$ cat config.mk
export PLATFORM = sky130hd
export DESIGN_NAME = stg_fetch_flat
export DESIGN_NICKNAME = d
export VERILOG_FILES = /design/src/rtl/stg_fetch_if.sv /design/src/rtl/stg_fetch.sv /design/src/flat_wrapper.sv
export SDC_FILE = /design/constraint.sdc
export NUM_CORES = 1
export LEC_CHECK = 0
export ABC_CLOCK_PERIOD_IN_PS = 1750
export CAP_MARGIN = 30
export CORE_MARGIN = 2
export CORE_UTILIZATION = 40
export CTS_BUF_LIST = sky130_fd_sc_hd__clkbuf_8
export DETAILED_ROUTE_END_ITERATION = 10
export MAX_ROUTING_LAYER = met4
export PLACE_DENSITY = 0.67
export SETUP_SLACK_MARGIN = 0.5
export SLEW_MARGIN = 20
export SYNTH_ARGS = -nofsm -noshare
export SYNTH_HDL_FRONTEND = slang
export SYNTH_SLANG_ARGS = --single-unit
$ cat constraint.sdc
create_clock -name iw_clk -period 1.75 [get_ports iw_clk]
set_input_delay 0.35 -clock iw_clk [delete_from_list [all_inputs] [get_ports iw_clk]]
set_output_delay 0.35 -clock iw_clk [all_outputs]
set_load 0.05 [all_outputs]
$ cat src/rtl/stg_fetch_if.sv
// Fetch-stage bus: hazard/branch controls in, instruction-memory port, IF/ID outputs.
// Master modport is the fetch stage; slave is the surrounding pipeline/memory.
interface stg_fetch_if #(
  parameter int unsigned P_ADDR_W  = 24,
  parameter int unsigned P_INSTR_W = 24
);
  logic                 iw_stall;
  logic                 iw_branch_taken;
  logic [P_ADDR_W-1:0]  iw_branch_pc;
  logic [P_ADDR_W-1:0]  ow_imem_addr;
  logic                 ow_imem_rd;
  logic [P_INSTR_W-1:0] iw_imem_data;
  logic [P_ADDR_W-1:0]  ow_ifid_pc;
  logic [P_INSTR_W-1:0] ow_ifid_instr;
  logic                 ow_ifid_valid;

  modport master (
    input  iw_stall, iw_branch_taken, iw_branch_pc, iw_imem_data,
    output ow_imem_addr, ow_imem_rd, ow_ifid_pc, ow_ifid_instr, ow_ifid_valid
  );

  modport slave (
    output iw_stall, iw_branch_taken, iw_branch_pc, iw_imem_data,
    input  ow_imem_addr, ow_imem_rd, ow_ifid_pc, ow_ifid_instr, ow_ifid_valid
  );
endinterface

$ cat src/rtl/stg_fetch.sv
// Instruction-fetch stage with IF/ID register and one-entry skid buffer.
// Define FETCH_STATS_EN to add saturating stall-cycle and flush counters.
module stg_fetch #(
  parameter int unsigned         P_ADDR_W   = 24,
  parameter int unsigned         P_INSTR_W  = 24,
  parameter logic [P_ADDR_W-1:0] P_RESET_PC = '0
) (
  input  logic          iw_clk,
  input  logic          iw_rst,
  stg_fetch_if.master   bus
`ifdef FETCH_STATS_EN
  ,
  output logic [15:0]   ow_stall_cycles,
  output logic [15:0]   ow_flush_cnt
`endif
);

  logic [P_ADDR_W-1:0]  r_pc;
  logic [P_ADDR_W-1:0]  r_req_pc;
  logic                 r_req_valid;
  logic [P_ADDR_W-1:0]  r_skid_pc;
  logic [P_INSTR_W-1:0] r_skid_instr;
  logic                 r_skid_valid;
  logic [P_ADDR_W-1:0]  r_ifid_pc;
  logic [P_INSTR_W-1:0] r_ifid_instr;
  logic                 r_ifid_valid;
  logic                 w_issue;

  assign w_issue           = !iw_rst && !bus.iw_branch_taken && !bus.iw_stall;
  assign bus.ow_imem_rd    = w_issue;
  assign bus.ow_imem_addr  = r_pc;
  assign bus.ow_ifid_pc    = r_ifid_pc;
  assign bus.ow_ifid_instr = r_ifid_instr;
  assign bus.ow_ifid_valid = r_ifid_valid;

  always_ff @(posedge iw_clk) begin
    if (iw_rst) begin
      r_pc         <= P_RESET_PC;
      r_req_pc     <= '0;
      r_req_valid  <= 1'b0;
      r_skid_pc    <= '0;
      r_skid_instr <= '0;
      r_skid_valid <= 1'b0;
      r_ifid_pc    <= '0;
      r_ifid_instr <= '0;
      r_ifid_valid <= 1'b0;
    end else if (bus.iw_branch_taken) begin
      r_pc         <= bus.iw_branch_pc;
      r_req_valid  <= 1'b0;
      r_skid_valid <= 1'b0;
      r_ifid_valid <= 1'b0;
    end else if (bus.iw_stall) begin
      // Data for the last issued fetch arrives now; park it so it survives the stall.
      if (r_req_valid) begin
        r_skid_pc    <= r_req_pc;
        r_skid_instr <= bus.iw_imem_data;
        r_skid_valid <= 1'b1;
      end
      r_req_valid <= 1'b0;
    end else begin
      if (r_skid_valid) begin
        r_ifid_pc    <= r_skid_pc;
        r_ifid_instr <= r_skid_instr;
        r_ifid_valid <= 1'b1;
        r_skid_valid <= 1'b0;
      end else begin
        r_ifid_pc    <= r_req_pc;
        r_ifid_instr <= bus.iw_imem_data;
        r_ifid_valid <= r_req_valid;
      end
      r_req_pc    <= r_pc;
      r_req_valid <= 1'b1;
      r_pc        <= r_pc + P_ADDR_W'(1);
    end
  end

  a_skid_req_exclusive : assert property (@(posedge iw_clk) disable iff (iw_rst)
    !(r_skid_valid && r_req_valid));

`ifdef FETCH_STATS_EN
  logic [15:0] r_stall_cycles;
  logic [15:0] r_flush_cnt;

  always_ff @(posedge iw_clk) begin
    if (iw_rst) begin
      r_stall_cycles <= '0;
      r_flush_cnt    <= '0;
    end else if (bus.iw_branch_taken) begin
      if (r_flush_cnt != '1) r_flush_cnt <= r_flush_cnt + 16'd1;
    end else if (bus.iw_stall) begin
      if (r_stall_cycles != '1) r_stall_cycles <= r_stall_cycles + 16'd1;
    end
  end

  assign ow_stall_cycles = r_stall_cycles;
  assign ow_flush_cnt    = r_flush_cnt;
`endif

endmodule
$ cat src/flat_wrapper.sv
// flat-port wrapper written by rule: the top's interface ports become plain ports
module stg_fetch_flat 
#(
  parameter int unsigned         P_ADDR_W   = 24,
  parameter int unsigned         P_INSTR_W  = 24,
  parameter logic [P_ADDR_W-1:0] P_RESET_PC = '0
)
  (iw_clk, iw_rst, bus_iw_stall, bus_iw_branch_taken, bus_iw_branch_pc, bus_iw_imem_data, bus_ow_imem_addr, bus_ow_imem_rd, bus_ow_ifid_pc, bus_ow_ifid_instr, bus_ow_ifid_valid);
  stg_fetch_if #(.P_ADDR_W(P_ADDR_W), .P_INSTR_W(P_INSTR_W)) bus_i ();
  input  logic iw_clk;
  input  logic iw_rst;
  input wire logic [$bits(bus_i.iw_stall)-1:0] bus_iw_stall;
  input wire logic [$bits(bus_i.iw_branch_taken)-1:0] bus_iw_branch_taken;
  input wire logic [$bits(bus_i.iw_branch_pc)-1:0] bus_iw_branch_pc;
  input wire logic [$bits(bus_i.iw_imem_data)-1:0] bus_iw_imem_data;
  output wire logic [$bits(bus_i.ow_imem_addr)-1:0] bus_ow_imem_addr;
  output wire logic [$bits(bus_i.ow_imem_rd)-1:0] bus_ow_imem_rd;
  output wire logic [$bits(bus_i.ow_ifid_pc)-1:0] bus_ow_ifid_pc;
  output wire logic [$bits(bus_i.ow_ifid_instr)-1:0] bus_ow_ifid_instr;
  output wire logic [$bits(bus_i.ow_ifid_valid)-1:0] bus_ow_ifid_valid;
  assign bus_i.iw_stall = bus_iw_stall;
  assign bus_i.iw_branch_taken = bus_iw_branch_taken;
  assign bus_i.iw_branch_pc = bus_iw_branch_pc;
  assign bus_i.iw_imem_data = bus_iw_imem_data;
  assign bus_ow_imem_addr = bus_i.ow_imem_addr;
  assign bus_ow_imem_rd = bus_i.ow_imem_rd;
  assign bus_ow_ifid_pc = bus_i.ow_ifid_pc;
  assign bus_ow_ifid_instr = bus_i.ow_ifid_instr;
  assign bus_ow_ifid_valid = bus_i.ow_ifid_valid;
  stg_fetch #(.P_ADDR_W(P_ADDR_W), .P_INSTR_W(P_INSTR_W), .P_RESET_PC(P_RESET_PC)) u_core (.iw_clk(iw_clk), .iw_rst(iw_rst), .bus(bus_i));
endmodule
== After elaboration in Yosys (flattened, before gate mapping) ==
Cells that the tools add are included.

* Multiplexer cells: 6
* Eq/ne operators: 1
* Bitwise gates (word level): 2
* $add $sub $neg: 1
* Reduce and logical (&&, ||, !) cells: 9

{| class="wikitable"
|+ Operators by type and width
! operator !! count
|-
| 2-to-1 mux 24 bit || 4
|-
| adder 24 x 1 -> 24 bit, second input constant || 1
|-
| zero test 1 bit || 3
|-
| AND reduction 3 bit || 1
|-
| OR reduction 3 bit || 1
|-
| logical AND 1 bit || 2
|-
| 2-to-1 mux 1 bit || 2
|-
| inequality test 2 x 1 -> 1 bit, second input constant || 1
|-
| inverter 1 bit || 2
|-
| AND reduction 2 bit || 1
|-
| OR reduction 2 bit || 1
|}

* Register bits after elaboration: 147
* Logic and storage cells: 28
* Input bits: 52
* Output and inout bits: 74

== Longest topological paths before layout ==
Gate-level depths: netlist of the first run.

* Depth after elaboration: 3
* Depth in mapped cells: 6
* Depth with buffers taken out: 5

== Least setup slack after synthesis of the first run ==
No wires, ideal clock.

* Path kind: register to register
* Start: register u_core.r_pc[2], in the netlist u_core.bus.ow_imem_addr[2]
* End: register u_core.r_pc[23], in the netlist u_core.bus.ow_imem_addr[23]
* Path slack: -0.475 ns
* Stages on the path, launching flop included: 7
* Period minus slack after synthesis: 2.225 ns
* Data arrival time: 2.106 ns
* Buffers on the path: 2
* Data required time: 1.630 ns
* Library setup time: 0.120 ns
* Cells stage by stage: dfxtp_1 -> buf_2 -> nand4b_2 -> or4_1 -> buf_2 -> o31a_1 -> o31a_1

* Cells in the longest elaborated chain, start to end: 3

{| class="wikitable"
|+ RTL lines
! item !! RTL line !! source
|-
| start, declared || stg_fetch.sv:18 || <nowiki>logic [P_ADDR_W-1:0] r_pc;</nowiki>
|-
| start signal, assigned || stg_fetch.sv:48 || <nowiki>r_pc <= bus.iw_branch_pc;</nowiki>
|-
| start signal, assigned || stg_fetch.sv:73 || <nowiki>r_pc <= r_pc + P_ADDR_W'(1);</nowiki>
|-
| adder 24 x 1 -> 24 bit || stg_fetch.sv:73 ||
|-
| 2-to-1 mux 24 bit || stg_fetch.sv:52 || <nowiki>end else if (bus.iw_stall) begin</nowiki>
|-
| 2-to-1 mux 24 bit || stg_fetch.sv:47 || <nowiki>end else if (bus.iw_branch_taken) begin</nowiki>
|}

No other way between the ends. The select of a mux whose other input is x is not followed.
A chain may end at the register's enable or synchronous reset.

== Final worst setup path of the first run ==
* Start: register u_core.r_pc[6], in the netlist u_core.bus.ow_imem_addr[6]
* End: register u_core.r_pc[21], in the netlist u_core.bus.ow_imem_addr[21]

Same word-level chain as after synthesis.

==> flow_summary.json, run 1 <==
{
  "syn2layout_area_growth_pct": 57.5,
  "setup_tns_ps": 0,
  "cts_buffers": 17,
  "grt_max_degree": 99,
  "syn_inst": 732,
  "cp_cell_sequence": "nand4_4 -> or4_4 -> o31a_1 -> o31a_1",
  "whs_ps": 247,
  "core_area_sq_um": 15000,
  "clock_skew_ps": 7.88,
  "drc_errors": 0,
  "cts_tree": "done",
  "synth.area.top_cells": "dfxtp_1 48%, nand2_1 9.9%, mux2i_1 8.2%",
  "root_buffer": "clkbuf_8",
  "routabilityCongestion": 0.784,
  "synth-seq-cells": 147,
  "cts.sink_count": 147,
  "ys_async_sr_fraction_pct": 0,
  "dp_hpwl_um": 10100,
  "fin_nets": 978,
  "crit_required_ps": 2090,
  "htreeDepth": 4,
  "start_util_pct": 40.6,
  "routed_wirelength_um": 17500,
  "drive_above_1_share_pct": 34.3,
  "grt_antenna_before_repair": 0,
  "ant_nets": 0,
  "drv_slew": 0,
  "peakVddDrop_uv": 449,
  "seqCellArea_sq_um": 3080,
  "clock_latency_ps": 440,
  "cts_hold_buf": 0,
  "worst_pin_slew_ps": 441,
  "hold_violations": 0,
  "avgSynthCellArea_sq_um": 8.33,
  "clk_pin_slew_worst_paths_ps": 80,
  "fmax_ghz": 0.603,
  "status": "complete, no violations",
  "critPathSlowestCell": "or4_4",
  "ys_types": 36,
  "dieArea_sq_um": 16200,
  "grt_pass1_wl_um": 25900,
  "fillers": 1196,
  "synth_warnings": 0,
  "finalCoreUtilization_pct": 63.9,
  "die_w_um": 127,
  "viasPerCell": 5.13,
  "cts_max_path_buffers": 2,
  "crit_path_end_kind": "register",
  "p_leak_nw": 3.70,
  "numPortBuffers": 125,
  "drt_pass1_iterations": 5,
  "cpMostUsedCell": "o31a_1",
  "slew_headroom_pct": 70.6,
  "rsz0062_at_grt": "yes",
  "max_stage_delay_ps": 570,
  "synth-edff-count": 0,
  "rows": 45,
  "routedWlPerCell_um": 15.6,
  "critPathKind": "reg -> reg",
  "yosysSeqAreaShare_pct": 48.3,
  "multi_input_area_sq_um": 3110,
  "yosys-top-cells-count": "160 x nand2_1, 147 x dfxtp_1, 94 x a21oi_1, 63 x nor2_1, 52 x clkbuf_1",
  "grt_pass1_vias": 5304,
  "worst_ep_arrival_time_ps": 1990,
  "synth.most_common_cell": "nand2_1",
  "crit_family": "simple AND/OR/NAND/NOR gates",
  "vias": 5765,
  "syn_area_sq_um": 6100,
  "worstPathMaxFanout": 6,
  "drv_cap": 0,
  "worstHoldPathType": "in -> reg",
  "p_per_area_nw_per_um2": 787,
  "synth_top_area_cell": "dfxtp_1",
  "setup_viol": 0,
  "grt_use_total_pct": 20.5,
  "diodes": 0,
  "fin_crit_sh_pct": 94.7,
  "die_h_um": 127,
  "drt_iter0_drc": 354,
  "layout_min_cycle_time_ps": 1660,
  "yosys_most_used_dff": "dfxtp_1",
  "synth_top_area_share_pct": 48.3,
  "pin_count": 126,
  "crit_path_start_kind": "register",
  "grt_remaining_overflow": 0,
  "cp_num_buf_inv": 0,
  "synth_fp_nets": 785
}
==> power breakdown <==
part           internal [mW]  leakage [nW]  switching [mW]
clock                   1.19         0.196            1.18
combinational          0.739          2.27           0.835
sequential              3.49          1.23           0.131
==> layout make-up <==
type                       count  area share (%)
inverter                      17           0.664
multi-input combinational    509            32.4
clock buffer                  20            2.87
tap                          188            2.45
sequential                   147            32.1
clock inverter                10           0.743
timing repair buffer         233            28.8
==> worst paths after layout <==
path / slack (ps) / end / cells past startpoint / startpoint
worst max-delay path: 90 / u_core.bus.ow_imem_addr[21] / 4 / u_core.bus.ow_imem_addr[6]
worst min register to register: 460 / u_core.r_skid_pc[23] / 2 / u_core.r_skid_pc[23]
worst min-delay path: 250 / u_core.bus.ow_imem_addr[17] / 2 / bus_iw_branch_taken
worst max register to register: 90 / u_core.bus.ow_imem_addr[21] / 4 / u_core.bus.ow_imem_addr[6]
==> cells by family (layout without fill, tap and decap cells) <==
| kind of cell | after synthesis | after routing | share of synthesized area, % |
|---|---|---|---|
| AO/OA/AOI/OAI | 168 | 168 | 16.8 |
| multiplexers | 50 | 50 | 8.21 |
| flip-flops | 147 | 147 | 48.3 |
| AND/OR/NAND/NOR | 276 | 276 | 19.7 |
| XOR/XNOR | 14 | 14 | 2.01 |
| adder cells (fa/ha/maj) | 1 | 1 | 0.205 |
| buffers and inverters | 76 | 280 | 4.76 |
==> layout by cell type (no fill, tap or decap), types with 3 or more instances in the layout <==
| cell | netlist | final |
|---|---|---|
| nor2b_1 | 5 | 3 |
| buf_8 | 0 | 66 |
| nor3_2 | 0 | 4 |
| clkbuf_16 | 0 | 3 |
| dfxtp_1 | 147 | 73 |
| nand2_1 | 160 | 157 |
| clkinv_2 | 0 | 3 |
| o31a_1 | 7 | 7 |
| o21ai_1 | 0 | 3 |
| a211oi_1 | 48 | 47 |
| nand3_1 | 4 | 3 |
| nor2_1 | 63 | 60 |
| nand4_1 | 6 | 6 |
| inv_1 | 17 | 22 |
| xor2_1 | 13 | 13 |
| nor4_4 | 0 | 5 |
| buf_6 | 0 | 34 |
| mux2i_1 | 50 | 49 |
| dfxtp_4 | 0 | 18 |
| dfxtp_2 | 0 | 56 |
| clkbuf_8 | 0 | 20 |
| a21oi_1 | 94 | 92 |
| nor2_4 | 0 | 3 |
| o21a_1 | 12 | 12 |
| buf_4 | 0 | 65 |
| buf_12 | 0 | 14 |
| nor4_2 | 0 | 3 |
| clkdlybuf4s50_1 | 0 | 48 |
| nor3_1 | 10 | 4 |
==> flip-flops by register name, indices dropped and copies added, names as in the netlist <==
name / flops
u_core.bus.ow_ifid_instr: 24
u_core.bus.ow_ifid_pc: 24
u_core.bus.ow_imem_addr: 24
u_core.r_req_pc: 24
u_core.r_skid_instr: 24
u_core.r_skid_pc: 24
u_core.bus.ow_ifid_valid: 1
u_core.r_req_valid: 1
u_core.r_skid_valid: 1
==> metal layers <==
metal / vias up / routed length, um / part of all wire [%] / global-route usage, %
li1: 2894 / - / - / -
met1: 2693 / 7770 / 44 / 25.7
met2: 160 / 8650 / 49 / 32.8
met3: 18 / 871 / 5.0 / 4.56
met4: 0 / 240 / 1.4 / 6.79
met5: - / 0 / 0 / -
==> metrics by stage <==
| step | total power, mW | setup WS (ps) | area [sq um] | instances |
|---|---|---|---|---|
| after floorplan | 4.41 | -102 | 6350 | 732 |
| after global placement | 4.84 | -333 | 7750 | 1028 |
| after detailed placement | 4.86 | -348 | 7750 | 1028 |
| after CTS | 7.52 | 91.1 | 9080 | 1091 |
| after global routing | 7.85 | 64.6 | 9600 | 1124 |
| final | 7.56 | 93.0 | 9600 | 1124 |
==> timing repair <==
action | CTS | global route
pin swaps | 5 | 20
setup endpoints to repair | 209 | 176
buffers inserted | 31 | 29
gates resized for setup | 211 | 56
cloned | 2 | 4
==> worst reg2reg max path, delay by kind of cell, from the launching register on <==
kind / cells / cell delay [ps]
flops: 1 / 360
compound gates: 2 / 490
simple gates: 2 / 700
(Power assumes the default switching activity.)
==> run 2: changes to the inputs <==
- ABC_CLOCK_PERIOD_IN_PS: 1750 -> 1800
- CORE_UTILIZATION: 40 -> 53
- PLACE_DENSITY: 0.67 -> 0.82
- TNS_END_PERCENT: unset -> 20
- clock period: 1.75 -> 1.8 ns (I/O delays scaled with it)
==> run 2 against run 1 <==
Against the previous run: worst hold slack better by 39 ps; sequential share of layout area grew 2.3 points; clock power increased by 20%; the run now ends with setup timing left; design area decreased by 8.5%; first-iteration DRC count increased by 81%; setup slack worse by 100 ps; critical path type unchanged; largest power group unchanged.
==> flow_summary.json, run 2 (synthesized netlist as in run 1, its figures left out) <==
{
  "status": "complete, but fails checks",
  "violations": "setup timing",
  "final_cells": 1047,
  "start_util_pct": 53.9,
  "rsz0062_at_grt": "yes",
  "grt_remaining_overflow": 0,
  "rows": 39,
  "drv_slew": 0,
  "grt_use_total_pct": 27.8,
  "combPwrFrac_pct": 17.9,
  "drc_errors": 0,
  "cpMostUsedCell": "buf_4",
  "peakVddDrop_uv": 576,
  "diodes": 0,
  "whs_ps": 286,
  "clk_pin_slew_worst_paths_ps": 90,
  "syn2layout_area_growth_pct": 44.0,
  "dpl-instance-area_sq_um": 7600,
  "ant_nets": 0,
  "critPathKind": "reg -> reg",
  "layout_setup_ws_ps": -11.5,
  "numPortBuffers": 125,
  "power.internal_mw": 5.48,
  "setup_viol": 1,
  "final_cell_mix": "160 x nand2_1, 122 x dfxtp_1, 94 x a21oi_1, 94 x buf_4, 60 x nor2_1",
  "pin_count": 126,
  "root_buffer": "clkbuf_8",
  "crit_path_end_kind": "register",
  "routabilityCongestion": 0.858,
  "grt_max_degree": 85,
  "dp_cells": 976,
  "htreeDepth": 4,
  "place_ws_ps": -319,
  "worstPathMaxFanout": 5,
  "grt_pass1_wl_um": 27500,
  "worstHoldPathType": "in -> reg",
  "critPathSlowestCell": "dfxtp_4",
  "viasPerCell": 5.75,
  "max_stage_delay_ps": 350,
  "fin_nets": 944,
  "drt_iter0_drc": 642,
  "drv_cap": 0,
  "dp_hpwl_um": 9990,
  "fin_crit_sh_pct": 101,
  "switchingPower_mw": 2.21,
  "p_seq_share_pct": 45.3,
  "slew_headroom_pct": 58.6,
  "p_clk_share_pct": 36.8,
  "clock_latency_ps": 460,
  "worst_ep_arrival_time_ps": 2190,
  "vias": 6025,
  "die_w_um": 111,
  "cp_cell_sequence": "nand4_1 -> buf_4 -> nor4_2 -> buf_4 -> nor3b_1 -> o31a_1",
  "dieArea_sq_um": 12400,
  "core_area_sq_um": 11300,
  "layout_commonest_cell": "nand2_1",
  "cts_buffers": 17,
  "p_per_area_nw_per_um2": 875,
  "fmax_ghz": 0.552,
  "cts_max_path_buffers": 2,
  "crit_required_ps": 2180,
  "grt_pass1_vias": 5683,
  "routedWlPerCell_um": 17.9,
  "fin_area_sq_um": 8780,
  "grt_antenna_before_repair": 0,
  "power.total_mw": 7.69,
  "drive_above_1_share_pct": 25.9,
  "fillers": 724,
  "worst_pin_slew_ps": 621,
  "cts.sink_count": 147,
  "cts_hold_buf": 0,
  "routed_wirelength_um": 18700,
  "hold_violations": 0,
  "clock_skew_ps": 20.0,
  "drt_pass1_iterations": 6,
  "crit_path_start_kind": "register",
  "cts_tree": "done",
  "layout_min_cycle_time_ps": 1810,
  "p_leak_nw": 3.38,
  "swShare_pct": 28.8,
  "die_h_um": 111
}
run 2: final timing paths:
| path | startpoint | to | slack [ps] | cells past startpoint |
|---|---|---|---|---|
| worst max-delay path | u_core.bus.ow_imem_addr[10] | u_core.bus.ow_imem_addr[18] | -10 | 6 |
| worst min-delay path | iw_rst | u_core.bus.ow_imem_addr[23] | 290 | 3 |
| worst max register to register | u_core.bus.ow_imem_addr[10] | u_core.bus.ow_imem_addr[18] | -10 | 6 |
| worst min register to register | u_core.r_skid_pc[17] | u_core.r_skid_pc[17] | 450 | 2 |
run 2: layout make-up:
cell class | instances | area (sq um) | share of cell area (%)
Clock buffer | 18 | 248 | 2.82
Clock inverter | 14 | 188 | 2.14
Inverter | 17 | 63.8 | 0.727
Multi-Input combinational cell | 509 | 3080 | 35.1
Sequential cell | 147 | 3020 | 34.4
Tap cell | 143 | 179 | 2.04
Timing Repair Buffer | 199 | 2000 | 22.8
run 2: worst max-delay path, delay by kind of cell (launching register included):
kind	cells	cell delay, ps
AND/OR/NAND/NOR	3	760
buffers and inverters	2	450
flip-flops	1	350
AO/OA/AOI/OAI	1	190
run 2: through the flow:
step / util [%] / setup TNS, ps
floorplan: - / -103
global placement: 67.2 / -8370
detailed placement: 67.2 / -11370
CTS: 74.3 / 0
global route: 77.6 / -86.5
finish: 77.6 / -11.5
run 2: power by group through the flow:
stage	Sequential [mW]	Clock [mW]	Combinational [mW]
4_1_cts	3.47	2.82	1.26
3_3_place_gp	3.56	0	1.12
2_1_floorplan	3.91	0	0.358
6_report	3.49	2.83	1.37
3_5_place_dp	3.56	0	1.14
5_1_grt	3.50	3.01	1.44
run 2: layer usage:
metal  wire length, um  track usage, %  part of all wire (%)
met1              7500            33.9                    40
met2              9130            46.0                    49
met3              1430            5.30                   7.7
met4               650            10.3                   3.5
met5                 0               -                     0
run 2: what timing repair did:
action	in CTS	in global routing
pin swaps	10	10
buffers inserted	21	18
gates resized for setup	52	57
endpoints found under the setup margin	203	158
==> run 3: changes to the inputs <==
- ABC_CLOCK_PERIOD_IN_PS: 1800 -> 1950
- clock period: 1.8 -> 1.95 ns (I/O delays scaled with it)
==> run 3 against run 2 <==
Against the previous run: the run now ends clean; utilization decreased by 5.5 points; die area unchanged; setup slack improved by 260 ps; critical endpoint is now u_core.bus.ow_imem_addr[21]; via count fell by 8.7%; clock skew shrank 6.8 ps; combinational power shrank 23%; fmax increased by 6.5%; non-clock buffer count down 40; global-route usage decreased by 2.7 points; clock power shrank 6%; power down 9.8%; worst hold slack better by 87 ps.
==> flow_summary.json, run 3 (synthesized netlist as in run 1, its figures left out) <==
{
  "p_per_area_nw_per_um2": 851,
  "layout_min_cycle_time_ps": 1700,
  "grt_pass1_vias": 5238,
  "routabilityCongestion": 0.851,
  "diodes": 0,
  "grt_antenna_before_repair": 0,
  "worstHoldPathType": "in -> reg",
  "p_seq_share_pct": 46.6,
  "slew_headroom_pct": 67.6,
  "crit_required_ps": 2280,
  "vias": 5503,
  "combPwrFrac_pct": 15.1,
  "drv_cap": 0,
  "viasPerCell": 5.47,
  "crit_path_start_kind": "register",
  "fin_nets": 904,
  "syn2layout_area_growth_pct": 33.7,
  "critPathKind": "reg -> reg",
  "worstHoldStart": "iw_rst",
  "pin_count": 126,
  "clk_pin_slew_worst_paths_ps": 90,
  "critPathLaunch": "u_core.bus.ow_imem_addr[8]",
  "root_buffer": "clkbuf_8",
  "worst_pin_slew_ps": 488,
  "dieArea_sq_um": 12400,
  "grt_pass1_wl_um": 24900,
  "fin_crit_sh_pct": 87.2,
  "dp_hpwl_um": 10000,
  "rows": 39,
  "status": "complete, no violations",
  "clock_skew_ps": 13.2,
  "drc_errors": 0,
  "cts_buffers": 17,
  "fmax_ghz": 0.588,
  "peakVddDrop_uv": 485,
  "worst_ep_arrival_time_ps": 2030,
  "numPortBuffers": 125,
  "hold_violations": 0,
  "routed_wirelength_um": 15200,
  "drive_above_1_share_pct": 20.3,
  "start_util_pct": 53.9,
  "cts_tree": "done",
  "grt_remaining_overflow": 0,
  "core_area_sq_um": 11300,
  "rsz0062_at_grt": "yes",
  "whs_ps": 374,
  "grt_use_total_pct": 25.1,
  "p_leak_nw": 2.94,
  "cts_max_path_buffers": 2,
  "worstPathMaxFanout": 7,
  "routedWlPerCell_um": 15.1,
  "setup_viol": 0,
  "drt_iter0_drc": 323,
  "switchingPower_mw": 1.92,
  "p_clk_share_pct": 38.3,
  "grt_max_degree": 77,
  "final_cell_mix": "160 x nand2_1, 128 x dfxtp_1, 94 x a21oi_1",
  "drt_pass1_iterations": 5,
  "die_h_um": 111,
  "power.internal_mw": 5.02,
  "clock_latency_ps": 450,
  "cts_hold_buf": 0,
  "drv_slew": 0,
  "die_w_um": 111,
  "cts.sink_count": 147,
  "swShare_pct": 27.7,
  "power.total_mw": 6.94,
  "ant_nets": 0,
  "htreeDepth": 4,
  "crit_path_end_kind": "register",
  "layout_commonest_cell": "nand2_1",
  "r2r_start": "u_core.bus.ow_imem_addr[8]"
}
[run 3: cell count changes in the layout (fill, tap and decap cells not counted), sizes merged]
cell and change:
clkinvlp +2, bufinv +1, clkbuf +7, clkdlybuf4s15 +17, buf -65, clkinv -3
[run 3: repair_timing]
item,4_1_cts,5_1_grt
setup endpoints to repair,148,55
buffers inserted,7,2
resized for setup,240,24
pin swaps,3,0
[run 3: final timing paths]
path                                                     to  slack [ps]  cells past startpoint
worst min-delay path                    u_core.r_req_pc[21]         370                      2
worst min register to register         u_core.r_skid_pc[15]         460                      2
worst max register to register  u_core.bus.ow_imem_addr[21]         250                      4
worst max-delay path            u_core.bus.ow_imem_addr[21]         250                      4
[run 3: worst max-delay path, cell delays in order, from the launching register on]
cell and delay (ps):
dfxtp_4 390, nand4_4 110, or4_4 580, o31a_1 250, o31a_1 250
[run 3: layer usage]
layer | vias to the layer above | part of all wire, % | global-route usage [%]
li1 | 2742 | - | -
met1 | 2571 | 44 | 31.5
met2 | 160 | 49 | 41.0
met3 | 30 | 5.2 | 5.58
met4 | 0 | 1.5 | 7.33
met5 | - | 0 | -
[run 3: power by group through the flow]
stage	clock (mW)	sequential [mW]	combinational, mW
2_1_floorplan	0	3.61	0.327
3_3_place_gp	0	3.30	1.02
3_5_place_dp	0	3.31	1.04
4_1_cts	2.70	3.23	1.04
5_1_grt	2.81	3.25	1.11
6_report	2.66	3.23	1.05
[run 3: final cells by class]
cell class                 count  area (sq um)
clock buffer                  17           234
sequential                   147          3000
fill                         872          3170
inverter                      17          63.8
timing repair buffer         159          1490
multi-input combinational    509          2970
clock inverter                14           211
tap                          143           179
[run 3: stage by stage]
| step | setup slack [ps] | util (%) | setup TNS, ps | instance area, sq um | instances |
|---|---|---|---|---|---|
| 6_report | 250 | 72.0 | 0 | 8150 | 1006 |
| 5_1_grt | 226 | 72.0 | 0 | 8150 | 1006 |
| 4_1_cts | 262 | 72.0 | 0 | 8150 | 1004 |
| 3_5_place_dp | -212 | 67.6 | -2620 | 7660 | 966 |
| 3_3_place_gp | -200 | 67.6 | -2410 | 7660 | 966 |
| 2_1_floorplan | 98.3 | - | 0 | 6230 | 732 |
